===== config.mk =====
export PLATFORM = sky130hd
export DESIGN_NAME = uart_word_transmitter
export DESIGN_NICKNAME = d
export VERILOG_FILES = /design/src/rtl/uart_word_transmitter.sv
export SDC_FILE = /design/constraint.sdc
export NUM_CORES = 1
export LEC_CHECK = 0
export CAP_MARGIN = 20
export CORE_MARGIN = 2
export CORE_UTILIZATION = 51
export DETAILED_ROUTE_END_ITERATION = 10
export PLACE_DENSITY_LB_ADDON = 0.2
export SLEW_MARGIN = 40
export SYNTH_ARGS = -nofsm -noshare
export SYNTH_HDL_FRONTEND = slang
export SYNTH_SLANG_ARGS = --single-unit

===== constraint.sdc =====
create_clock -name clk_auto -period 1.9 [get_ports clk_auto]
set_input_delay 0.38 -clock clk_auto [delete_from_list [all_inputs] [get_ports clk_auto]]
set_output_delay 0.38 -clock clk_auto [all_outputs]
set_load 0.1 [all_outputs]

===== src/rtl/uart_word_transmitter.sv =====
// Serial transmit engine: sends a 16-bit word as back-to-back 8N1 frames,
// low byte first, LSB first within each byte.
module uart_word_transmitter #(
   parameter int unsigned CLKS_PER_BIT = 5208,
   parameter int unsigned WORD_BYTES   = 2
) (
   input  logic        clk_auto,
   input  logic        n_reset,
   input  logic        send,
   input  logic [15:0] tx_data,
   output logic        uart_tx,
   output logic        busy,
   output logic        done
);

   typedef enum logic [1:0] {
      IDLE,
      START,
      DATA,
      STOP
   } state_t;

   localparam logic [15:0] BAUD_LAST = 16'(CLKS_PER_BIT - 1);
   localparam logic        LAST_BYTE = (WORD_BYTES > 1) ? 1'b1 : 1'b0;

   state_t      state_q, state_d;
   logic        tx_q, tx_d;
   logic        busy_q, busy_d;
   logic        done_q, done_d;
   logic [2:0]  bit_q, bit_d;
   logic        byte_q, byte_d;
   logic [15:0] baud_q, baud_d;
   logic [7:0]  shift_q, shift_d;
   logic [15:0] word_q, word_d;
   logic        send_q, send_d;
   logic        rise;
   logic        baud_end;

   always_comb begin
      state_d  = state_q;
      tx_d     = tx_q;
      busy_d   = busy_q;
      done_d   = 1'b0;
      bit_d    = bit_q;
      byte_d   = byte_q;
      baud_d   = baud_q;
      shift_d  = shift_q;
      word_d   = word_q;
      send_d   = send;
      rise     = send & ~send_q;
      baud_end = (baud_q == BAUD_LAST);

      unique case (state_q)
         IDLE: begin
            tx_d   = 1'b1;
            busy_d = 1'b0;
            if (rise) begin
               word_d  = tx_data;
               shift_d = tx_data[7:0];
               byte_d  = 1'b0;
               baud_d  = '0;
               state_d = START;
               tx_d    = 1'b0;
               busy_d  = 1'b1;
            end
         end
         START: begin
            if (baud_end) begin
               baud_d  = '0;
               bit_d   = '0;
               state_d = DATA;
               tx_d    = shift_q[0];
            end else begin
               baud_d = baud_q + 16'd1;
            end
         end
         DATA: begin
            if (baud_end) begin
               baud_d  = '0;
               shift_d = shift_q >> 1;
               if (bit_q == 3'd7) begin
                  state_d = STOP;
                  tx_d    = 1'b1;
               end else begin
                  bit_d = bit_q + 3'd1;
                  tx_d  = shift_q[1];
               end
            end else begin
               baud_d = baud_q + 16'd1;
            end
         end
         STOP: begin
            if (baud_end) begin
               baud_d = '0;
               // Next frame follows the stop bit with no idle gap.
               if (byte_q != LAST_BYTE) begin
                  byte_d  = byte_q + 1'b1;
                  shift_d = word_q[15:8];
                  state_d = START;
                  tx_d    = 1'b0;
               end else begin
                  state_d = IDLE;
                  tx_d    = 1'b1;
                  busy_d  = 1'b0;
                  done_d  = 1'b1;
               end
            end else begin
               baud_d = baud_q + 16'd1;
            end
         end
         default: begin
            state_d = IDLE;
            tx_d    = 1'b1;
            busy_d  = 1'b0;
         end
      endcase
   end

   // send_q resets high so a level held across reset release is not an edge.
   always_ff @(posedge clk_auto) begin
      if (!n_reset) begin
         state_q <= IDLE;
         tx_q    <= 1'b1;
         busy_q  <= 1'b0;
         done_q  <= 1'b0;
         bit_q   <= '0;
         byte_q  <= 1'b0;
         baud_q  <= '0;
         shift_q <= '0;
         word_q  <= '0;
         send_q  <= 1'b1;
      end else begin
         state_q <= state_d;
         tx_q    <= tx_d;
         busy_q  <= busy_d;
         done_q  <= done_d;
         bit_q   <= bit_d;
         byte_q  <= byte_d;
         baud_q  <= baud_d;
         shift_q <= shift_d;
         word_q  <= word_d;
         send_q  <= send_d;
      end
   end

   assign uart_tx = tx_q;
   assign busy    = busy_q;
   assign done    = done_q;

endmodule


After elaboration in Yosys (flattened, before gate mapping)

Cells that the tools add are included.

Bits in registers: 50
Latch bits: 0
RAM bits: 0
Memory bits (read-only): 0
Bits of input ports: 19
Word-level logic and storage cells: 75
Memories: 0

$add $sub $neg: 3
Multiply operators: 0
Div/mod/pow operators: 0
$lt $le $gt $ge: 0
Equal/unequal tests: 13
Shifts and indexed selects: 0
Mux-type cells: 34
Bitwise operators: 2
Reductions and logical operators: 13

Operators with widths:

| cell                    | count |
|---|---|
| $mux W16                | 2 |
| $mux W8                 | 4 |
| $pmux W16 S2            | 1 |
| $pmux W8 S3             | 1 |
| $add A16 B1 Y16 const B | 1 |
| $eq A16 B13 Y1 const B  | 1 |
| $ne A2 B2 Y1 const B    | 8 |
| $mux W1                 | 13 |
| $reduce_and A3 Y1       | 4 |
| $mux W2                 | 5 |
| $reduce_and A5 Y1       | 2 |
| $mux W3                 | 3 |
| $pmux W2 S4             | 1 |
| $pmux W3 S2             | 1 |
| $eq A2 B2 Y1 const B    | 2 |
| $pmux W1 S2             | 2 |
| $pmux W1 S4             | 1 |
| $reduce_and A4 Y1       | 1 |
| $reduce_bool A2 Y1      | 2 |
| $add A3 B1 Y3 const B   | 1 |
| $eq A3 B3 Y1 const B    | 1 |
| $reduce_bool A3 Y1      | 1 |
| $reduce_or A3 Y1        | 1 |
| $eq A2 B1 Y1 const B    | 1 |
| 5 further kinds         | 5 |

Longest topological paths before layout

Depth after elaboration: 4
Depth in mapped cells: 10

Worst setup path after synthesis

No wires, ideal clock.

Path type: register to register
Start point: register baud_q[14]
End point: register baud_q[10]
Setup time: 117 ps
Data arrival time: 1893 ps
Slack: -110 ps
Cell stages (with the launch flop): 7
Path buffers: 1
Clock period less this slack: 2010 ps
Path through: dfxtp_1 -> or4_4 -> nor4_4 -> nor2_2 -> buf_6 -> a21o_1 -> a22o_1

Longest elaborated chain between the ends: 3

RTL lines:

| item                     | line       | text |
|---|---|---|
| start: declaration       | 32         | `logic [15:0] baud_q, baud_d;` |
| start signal: assignment | 139        | `baud_q <= baud_d;` |
| $eq A16 B13 Y1           | 51         | `baud_end = (baud_q == BAUD_LAST);` |
| $mux W16                 | 68, 78, 93 |  |
| $pmux W16 S2             | 53         | `unique case (state_q)` |

No other way between the ends.
A chain may end at the register's enable or synchronous reset.

Worst setup path in the final report

Start point: register state_q[0]
End point: register state_q[0]

Longest elaborated chain between the ends: 3

RTL lines:

| item                                       | line | text |
|---|---|---|
| start: declaration                         | 26   | `state_t state_q, state_d;` |
| start signal: assignment                   | 133  | `state_q <= state_d;` |
| $eq A2 B2 Y1, or another cell as far along | 53   |  |
| $ne A2 B2 Y1 (no line)                     | --   |  |
| $reduce_and A5 Y1 (no line)                | --   |  |

Several ways; a longest one is shown, not always the timed one.

==> reports/metrics.csv <==
stage,metric,value,unit
global_route,initial antenna violation count,0,
floorplan,die footprint,4800,um^2
global_route,M2 GR Usage,0.376,
logic_synthesis,sequential fraction of the synthesis area,0.387,
setup_path,Startpoint Class,flip-flop,
logic_synthesis,synth warn,0,
pwr,Worst VDD drop,0.000565,V
floorplan,core footprint,4060,um^2
floorplan,FP Rows,23,
detailed_routing,Post-Route WL,5180,um
logic_synthesis,Syn Inst Count,253,
detailed_routing,DRC,0,
detailed_routing,via count,2058,
placed_design,Post-DP Area,2640,um^2
placed_design,RePlAce Congestion,0.897,
detailed_routing,DRT Pass-1 Iters,4,
sta,WHS,0.467,ns
logic_synthesis,Yosys top cell area share,0.387,
sta,Period minus WS final,1.84,ns
clock_tree,"CTS clk-pin slew, worst paths",0.08,ns
detailed_routing,Post-DRT Antenna Nets,0,
final_layout,share of cells above drive strength 1,0.178,
global_route,met1 usage,0.298,
floorplan,# IOs,22,
setup_path,"slowest stage delay, CP",0.49,ns
setup_path,critical path endpoint category,flip-flop,
global_route,GRT Total Usage,0.228,
logic_synthesis,syn nets,279,
detailed_routing,Iteration-0 DRC Markers,198,
logic_synthesis,top-count cell post-synth,dfxtp_1,
status,status,"finished, final reports clean",
clock_tree,H-tree Lvls,2,
floorplan,die height,69.3,um
clock_tree,latest clock arrival within the worst-skew pair,0.30,ns
clock_tree,CTS Buf Count,5,
sta,final setup violation count,0,
sta,fin crit share,0.968,
clock_tree,clock root buffer,clkbuf_8,
global_route,met3 GRT Util,0.0392,
logic_synthesis,Yosys cell types,47,
sta,RSZ-0062 raised after global routing,no,
sta,Peak Freq,544,MHz
setup_path,Buf/Inv on CP,1,
detailed_routing,via density per instance,5.83,
run,max-cap violations,0,
clock_tree,CTS tree,built,
clock_tree,CTS max path bufs,2,
global_route,total gr overflow,0,
pwr,Pwr Density,984,nW/um^2
floorplan,Die Width,69.3,um
logic_synthesis,Synth area leaders,"dfxtp_1, nand2_1, nand3_1",
placed_design,Final HPWL DP,3950,um
sta,Fin. Hold Viols,0,
worst_hold_path,Hold WC Path Type,flip-flop to flip-flop,
sta,"Slew Viols, Final",0,
setup_path,critical path's slowest cell,or4_1,
sta,Layout Skew,0.00555,ns
clock_tree,# clock sinks,42,
global_route,GRT busiest layer,met2,
final_layout,diode count,0,
logic_synthesis,Yosys top cell by area,dfxtp_1,
sta,Slew headroom,0.751,
final_layout,multi-input logic area,1250,um^2
logic_synthesis,Post-Syn Area per Cell,8.59,um^2
logic_synthesis,"EDFF count, synth",0,
floorplan,Initial Utilization,0.536,
setup_path,WP data required,2.09,ns
logic_synthesis,Post-synth top cells,"dfxtp_1, nand2_1, nand3_1",
final_layout,Fill cells,339,
logic_synthesis,Yosys reg bits,42,
final_layout,design area,2730,um^2
final_layout,Nets,328,
setup_path,"Largest delay share family, worst path",simple AND/OR/NAND/NOR gates,
final_layout,Seq. cell area,841,um^2
setup_path,crit path DAT,2.03,ns
sta,worst-margin pin slew,0.374,ns
pwr,static leakage,1.15,nW
logic_synthesis,Async SR Flop Fraction,0,
placed_design,Port Buffers,21,
clock_tree,Post CTS Setup Buffer Count,0,
setup_path,Worst Path Max Fanout,4,
global_route,first-pass GRT wire length,9050,um
setup_path,crit-path cells,inv_1 > ha_1 > nand2_1 > o21ai_0 > or4_1 > o221a_2,
global_route,vias in the first global route,2011,
logic_synthesis,Post-synth top flop,dfxtp_1,
setup_path,critical path class,flip-flop to flip-flop,
detailed_routing,WL/cell,14.7,um
final_layout,synthesis-to-layout area growth,25.7,%
logic_synthesis,Netlist Area Pre-Place,2170,um^2
global_route,pin count of the biggest net entering global routing,19,
layout by cell type, fill, tap and decap left out, types with 8 or more instances in the layout:
| master | instances |
|---|---|
| o21ai_0 | 8 |
| buf_4 | 36 |
| clkdlybuf4s50_1 | 18 |
| a31oi_1 | 9 |
| dfxtp_1 | 42 |
| nand3_1 | 19 |
| nand2_1 | 41 |
| a21oi_1 | 8 |
| o211a_1 | 9 |
| a21boi_0 | 8 |
| a22oi_1 | 8 |
| nor2_1 | 11 |
final cells by class:
| cell class | instances | area share |
|---|---|---|
| Clock buffer | 6 | 0.0266 |
| Inverter | 5 | 0.00687 |
| Sequential cell | 42 | 0.308 |
| Tap cell | 50 | 0.0229 |
| Timing Repair Buffer | 56 | 0.173 |
| Multi-Input combinational cell | 192 | 0.458 |
| Clock inverter | 2 | 0.00504 |
flip-flops by register name (all words and copies together), names as in the netlist:
signal   flops
baud_q      16
shift_q      8
word_q       8
bit_q        3
state_q      2
busy         1
byte_q       1
done         1
send_q       1
uart_tx      1
cells by family after synthesis:
family	after synthesis	share of synthesized area
muxes	5	0.0230
AOI/OAI and AO/OA	66	0.227
DFF	42	0.387
adders and majority gates	7	0.0403
buffers and inverters	19	0.0432
and+or+nand+nor	112	0.272
xor gates and xnor gates	2	0.00806
final timing paths:
check	start	to	slack (ns)	cells past startpoint
setup / recovery	state_q[0]	state_q[0]	0.06	6
hold / removal	word_q[11]	word_q[11]	0.47	2
setup reg to reg	state_q[0]	state_q[0]	0.06	6
hold reg to reg	word_q[11]	word_q[11]	0.47	2
power breakdown:
| group | internal [mW] | leakage (nW) | switching (mW) | total [mW] |
|---|---|---|---|---|
| combinational | 0.446 | 0.764 | 0.565 | 1.01 |
| sequential | 1.01 | 0.341 | 0.0880 | 1.10 |
| clock | 0.260 | 0.0452 | 0.320 | 0.580 |
repair_timing:
action / 4_1_cts / 5_1_grt
endpoints found under the hold margin: 0 / 0
hold buffers: 0 / 0
gates resized for setup: 0 / 2
setup endpoints to repair: 0 / 3
stage by stage:
step	total power, mW	utilization	cells	setup WS [ns]	TNS (ns)
finish	2.69	0.673	353	0.0611	0
global route	2.86	0.673	353	0.00484	0
CTS	2.69	0.672	353	0.0584	0
detailed placement	2.12	0.650	345	-0.0891	-0.0891
global placement	2.09	0.650	345	-0.0347	-0.0347
floorplan	1.78	-	253	0.00728	0
tightest hold or removal path: cells and delay by family, from the launching register on:
| family | cells | cell delay (ns) |
|---|---|---|
| AND/OR/NAND/NOR | 1 | 0.05 |
| flip-flops | 1 | 0.32 |
| AO/OA/AOI/OAI | 1 | 0.06 |
metal layers:
metal | part of all wire | up-vias
met2 | 0.49 | 42
met4 | 0.015 | 0
li1 | - | 1031
met1 | 0.46 | 977
met3 | 0.029 | 8
met5 | 0 | -
Power figures use the tool's default switching activity.
==> edit 1: new RTL, config.mk and constraints unchanged <==
Add an input register stage for `send` and `tx_data`; this delays them by one clock.
--- a/src/rtl/uart_word_transmitter.sv
+++ b/src/rtl/uart_word_transmitter.sv
@@ -24,4 +24,12 @@
    localparam logic        LAST_BYTE = (WORD_BYTES > 1) ? 1'b1 : 1'b0;
 
+   logic send_r;
+   logic [15:0] tx_data_q;
+
+   always_ff @(posedge clk_auto) begin
+      send_r    <= send;
+      tx_data_q <= tx_data;
+   end
+
    state_t      state_q, state_d;
    logic        tx_q, tx_d;
@@ -47,6 +55,6 @@
       shift_d  = shift_q;
       word_d   = word_q;
-      send_d   = send;
-      rise     = send & ~send_q;
+      send_d   = send_r;
+      rise     = send_r & ~send_q;
       baud_end = (baud_q == BAUD_LAST);
 
@@ -56,6 +64,6 @@
             busy_d = 1'b0;
             if (rise) begin
-               word_d  = tx_data;
-               shift_d = tx_data[7:0];
+               word_d  = tx_data_q;
+               shift_d = tx_data_q[7:0];
                byte_d  = 1'b0;
                baud_d  = '0;
Formal check against the unedited RTL: not equivalent (a bounded check fails within 4 cycles, from zero or initial values and one cycle with n_reset low).
==> edit 1 against the unedited design <==
Final area grew 25%; global-route usage grew 1.3 points; setup slack lost 0.061 ns; clock power rose by 110%; total power up 55%; clock skew rose by 0.0027 ns; count of clock-buffer cells in the layout is 5 higher; largest power group unchanged; wire length up 30%; sequential cell count increased by 17; area after synthesis grew 23%; critical endpoint is now baud_q[9]; final cell count increased by 17%; utilization barely moved.
==> edit 1: results (changes against the unedited design) <==
The run finished with clean final reports. The top fanout value on the critical path is 8 (+4), and the overall track demand over capacity in global routing is 0.2414 (+0.01312). For the global routing usage on met2, the log shows 0.3655 (-0.01058). The tools report the half-perimeter wire length after placement as 4.606 mm (+17%).

Peak ir drop on the vdd network: 0.7060 mV (+25%). For the maximum buffer depth of the clock tree, the log shows 2 (unchanged). The largest net degree at the start of global routing was 19 (unchanged).

The slowest stage cell on the critical path is sky130_fd_sc_hd__nor3b_1. For the post-synthesis cell type count, the log shows 49 (+4.3%). The maximum level of the CTS H-tree came out at 3 (+1).

The sequential area share after synthesis is 0.4436 (+0.05674), and the global-route wire length before repair is 11.14 mm (+23%). The worst hold path stage count is 2 (unchanged), and the net count after synthesis is 317 (+14%). The share of post-route cells with drive strength above 1 is 0.2122 (+0.03399), and the met3 routing resource usage after global routing is 0.04976 (+0.01052). The run gives 9 (+4) as the number of buffers created by CTS. The first-pass detailed-route iteration total was 5 (+1). The clock latency on the worst-skew pair was 0.34 ns (+0.04 ns); the total routed wire length on the met1 layer was 3.127 mm (+30%).

The largest incremental delay on the critical path works out to 0.42 ns (-0.07 ns). The largest registers in the layout are baud_q (16), tx_data_q (16). Clock-pin slew was measured on the worst setup and hold paths at 0.07 ns.

The tools report the count of yosys warnings during synthesis as 0 (unchanged). The tightest min-delay check is of the register to register type. The via count of the first global-routing pass is 2,308 (+15%).

The initial antenna violation count was 0 (unchanged). The total wirelength of the detailed-routed design is 6.707 mm (+30%). The setup skew after layout was 0.008234 ns (+0.002679 ns).

The wire length on met3 was 418 um (+180%). The logic depth of the worst register-to-register path works out to 5 (-1). The run gives 0.3225 (+0.02435) as the fraction of met1 tracks used by global routing. The via-per-instance ratio works out to 6.063 (+4.0%). The number of port buffers came out at 21 (unchanged).

The initial DRC count is 186 (-6.1%), and the routed length on met2 is 2.986 mm (+17%). After synthesis, the most frequently instantiated cells are sky130_fd_sc_hd__dfxtp_1 (59), sky130_fd_sc_hd__nand2_1 (29), sky130_fd_sc_hd__a21oi_1 (25), sky130_fd_sc_hd__nor2_1 (21), sky130_fd_sc_hd__nand3_1 (15). The placer congestion estimate was 0.8943 (-0.26%); the worst hold slack was 0.4461 ns (-0.02117 ns). The total leakage power was 1.359 nW (+18%). Leading register cell type out of synthesis: sky130_fd_sc_hd__dfxtp_1. The setup slack on the worst flop-to-flop path was 0.00005 ns (-0.06 ns).

Top routing layer in use: met4. The critical path data arrival time was 2.13 ns (+0.10 ns). The fraction of synthesis flops using an asynchronous set or reset pin is 0 (unchanged). The tools report the count of filler cells inserted in the layout as 428 (+26%).

The measured slew at the worst slew-check pin works out to 0.4074 ns (+0.03339 ns). By area the synthesized netlist is led by sky130_fd_sc_hd__dfxtp_1 (44%), sky130_fd_sc_hd__a21oi_1 (4.7%), sky130_fd_sc_hd__ha_1 (4.2%), sky130_fd_sc_hd__nand2_1 (4.1%), sky130_fd_sc_hd__o311a_1 (3.8%). The tools report the net count reported at finish as 367 (+12%).

The tree is rooted in a sky130_fd_sc_hd__clkbuf_8. The run gives 0 (unchanged) as the antenna cell count.
edit 1: worst paths after layout:
path / start / to
max: baud_q[5] / baud_q[9]
min: tx_data_q[15] / word_q[15]
max reg2reg: baud_q[5] / baud_q[9]
min reg2reg: tx_data_q[15] / word_q[15]
edit 1: through the flow:
step | total power, W | cell area, sq um | setup slack, ns | cells
floorplan | 0.002389 | 2663 | 0.01428 | 289
global placement | 0.002813 | 3124 | 0.1130 | 396
detailed placement | 0.002829 | 3124 | 0.07911 | 396
CTS | 0.004069 | 3333 | 0.05856 | 412
global route | 0.004374 | 3418 | -0.03036 | 414
finish | 0.004163 | 3418 | 0.00005396 | 414
edit 1: report_power, final:
group / leakage (nW) / internal [W] / switching [W]
combinational: 0.771 / 0.000607 / 0.000864
clock: 0.103 / 0.000734 / 0.000491
sequential: 0.485 / 0.00139 / 0.0000794
total: 1.36 / 0.00273 / 0.00143
edit 1: cells by family after synthesis:
logic type      count (synthesis)  share of synthesized area
compound gates                 92                     0.2542
fa+ha+maj                       9                    0.04229
buf+inv                        22                    0.03571
flops                          59                     0.4436
mux                             1                   0.003760
simple gates                  106                     0.2204
edit 1: what timing repair did:
| action | CTS | global route |
|---|---|---|
| endpoints found under the setup margin | 0 | 20 |
| setup buffers | 0 | 1 |
| gates resized for setup | 0 | 16 |
edit 1: final cells by class:
class,instances,area (sq um),area share
flip-flops and latches,59,1182,0.3459
clock buffers,11,131.4,0.03843
well taps,70,87.58,0.02562
multi-input cells,208,1444,0.4224
inverters,5,18.77,0.005490
clock inverters,5,77.57,0.02269
repair buffers,56,476.7,0.1395
edit 1: worst max-delay path, delay by kind of cell, from the launching register on:
family / cells / cell delay (ns)
AND/OR/NAND/NOR: 2 / 0.61
AO/OA/AOI/OAI: 2 / 0.48
flip-flops: 1 / 0.40
buffers and inverters: 1 / 0.30
==> edit 2: new RTL, same flow settings <==
Made on the original files. The parameter `CLKS_PER_BIT` goes from 5208 to 3906.
--- a/src/rtl/uart_word_transmitter.sv
+++ b/src/rtl/uart_word_transmitter.sv
@@ -2,5 +2,5 @@
 // low byte first, LSB first within each byte.
 module uart_word_transmitter #(
-   parameter int unsigned CLKS_PER_BIT = 5208,
+   parameter int unsigned CLKS_PER_BIT = 3906,
    parameter int unsigned WORD_BYTES   = 2
 ) (
Check against the original RTL: same outputs for any inputs over 10 cycles, from zero or initial values and one cycle with n_reset low; that may be too few to reach the edited logic, so the function may still have changed.
==> edit 2 against the unedited design <==
The run now ends with setup timing left; critical path depth grew 1; wire length grew 28%; count of clock-buffer cells in the layout is the same; first-iteration DRC count grew 25%; global-route usage grew 4.8 points; total power grew 16%; final area grew 17%; fmax shrank 8.2%; sequential cell count is the same; area after synthesis grew 2.9%; setup slack lost 0.16 ns; critical endpoint is now baud_q[9].
==> edit 2: results (changes against the unedited design) <==
The via-per-instance ratio was 6.337 (+8.7%); the top fanout value on the critical path was 5 (+1). The least setup slack across all paths after layout is -0.1023 ns (-0.1634 ns), and the worst slack at placement is -0.1743 ns (-0.08525 ns). In this run the critical register-to-register path is captured at baud_q[9].

The global-route wire length before repair is 11.02 mm (+22%), and the first-pass detailed-route iteration total is 6 (+2). The tools report the effective utilization at floorplan as 0.5210 (-0.01464). The overall track demand over capacity in global routing is 0.2759 (+0.04768).

The logs give 5 (+5) for the post-CTS setup buffer count and 290 (+3.9%) for the net count after synthesis. The peak ir drop on the vdd network is 0.5619 mV (-0.54%). The final reports fail on setup timing.

The tools report the total leakage power as 1.262 nW (+9.7%). The startpoint identified for the worst hold timing path is shift_q[7]. The clock latency on the worst-skew pair was 0.29 ns; the logic depth of the worst register-to-register path was 7 (+1). The total setup violations reported at the end of the flow is 26 (+26). The path with the worst hold slack has its endpoint at shift_q[7]. The logs give 2,336 (+16%) for the via count of the first global-routing pass and 0.007012 ns (+0.001457 ns) for the setup skew after layout.

The run gives 248 (+25%) as the initial DRC count. Post-synthesis cell type count: 46 (-2.1%). Cell area after placement: 2805 sq um (+6.3%). The final routed wire length divided by cell count works out to 17.49 um (+19%).

The largest net degree at the start of global routing is 18 (-1). For the worst hold slack, the log shows 0.4692 ns (+0.001886 ns). Ranked by total cell area, the synthesized netlist is headed by sky130_fd_sc_hd__dfxtp_1 (38%), sky130_fd_sc_hd__nand2_1 (5.4%), sky130_fd_sc_hd__ha_1 (4.5%), sky130_fd_sc_hd__mux2i_1 (4.5%), sky130_fd_sc_hd__nand3_1 (3.4%). Placer congestion estimate: 0.8780 (-2.1%). The commonest cells after synthesis are sky130_fd_sc_hd__dfxtp_1 (42), sky130_fd_sc_hd__nand2_1 (32), sky130_fd_sc_hd__nor2_1 (16), sky130_fd_sc_hd__nand3_1 (15), sky130_fd_sc_hd__clkbuf_1 (13). The measured slew at the worst slew-check pin works out to 0.6980 ns (+0.3239 ns).

The run gives 4.258 mm (+7.8%) as the half-perimeter wire length after placement. The sequential area share after synthesis is 0.3758 (-0.01103), and the post-cts repair resize count is 24 (+24). The run finished, with violations left. The post-route setup TNS was -1.696 ns (-1.696 ns). The worst register-to-register path begins at baud_q[1]. The critical path data arrival time was 2.17 ns (+0.14 ns).
edit 2: cell count changes in the layout (fill, tap and decap cells not counted), moves of 5 or more:
cell	change
sky130_fd_sc_hd__nand3_1	-5
sky130_fd_sc_hd__nor2b_1	-6
sky130_fd_sc_hd__buf_4	+15
sky130_fd_sc_hd__a21boi_0	-8
sky130_fd_sc_hd__or3_1	+5
sky130_fd_sc_hd__mux2i_1	+5
sky130_fd_sc_hd__nand2_1	-10
sky130_fd_sc_hd__o211a_1	-9
sky130_fd_sc_hd__o21ai_0	-5
sky130_fd_sc_hd__o221a_4	+6
edit 2: worst max path at each step:
stage	end	slack, ns	cells past startpoint
after floorplan	baud_q[13]	-0.02	7
after global placement	baud_q[10]	-0.13	6
after detailed placement	baud_q[10]	-0.17	6
after CTS	baud_q[10]	-0.15	6
after global routing	shift_q[7]	-0.16	7
final	baud_q[9]	-0.10	7
edit 2: kinds of logic (layout without fill, tap and decap cells):
kind of cell             after synthesis  after routing  share of synthesized area
multiplexers                          10             10                    0.04474
flip-flops                            42             42                     0.3758
AO/OA/AOI/OAI                         64             64                     0.2086
adder cells (fa/ha/maj)                8              8                    0.04474
XOR/XNOR                               2              2                   0.007831
AND/OR/NAND/NOR                      110            112                     0.2668
buffers and inverters                 27             90                    0.05145
edit 2: power by group:
group / internal (W) / switching (W)
clock: 0.000393 / 0.000327
sequential: 0.00100 / 0.0000855
combinational: 0.000613 / 0.000713
total: 0.00201 / 0.00112
edit 2: layout make-up:
cell class / count / area (sq um)
multi-input cells: 196 / 1508
fillers: 290 / 1101
flip-flops and latches: 42 / 844.6
repair buffers: 75 / 639.4
clock buffers: 6 / 72.57
well taps: 52 / 65.06
clock inverters: 2 / 37.54
inverters: 7 / 26.28
edit 2: per-layer routing:
layer / vias up / track usage / share of wire
met1: 1125 / 0.3668 / 0.42
met2: 132 / 0.4298 / 0.47
met5: - / 0 / 0
li1: 1123 / - / -
met4: 0 / 0.1068 / 0.032
met3: 28 / 0.06926 / 0.073
edit 2: critical path: stages (launching register included):
cell                      delay, ns
sky130_fd_sc_hd__dfxtp_2       0.33
sky130_fd_sc_hd__inv_2         0.06
sky130_fd_sc_hd__ha_4          0.12
sky130_fd_sc_hd__or4b_4        0.48
sky130_fd_sc_hd__buf_4         0.16
sky130_fd_sc_hd__or4_4         0.49
sky130_fd_sc_hd__a31oi_1       0.16
sky130_fd_sc_hd__a31oi_1       0.06
edit 2: per-stage QoR:
| stage | total power (W) | utilization | instances |
|---|---|---|---|
| 2_1_floorplan | 0.001766 | - | 263 |
| 3_3_place_gp | 0.002178 | 0.6533 | 362 |
| 3_5_place_dp | 0.002197 | 0.6533 | 362 |
| 4_1_cts | 0.003047 | 0.7212 | 378 |
| 5_1_grt | 0.003266 | 0.7436 | 380 |
| 6_report | 0.003131 | 0.7436 | 380 |
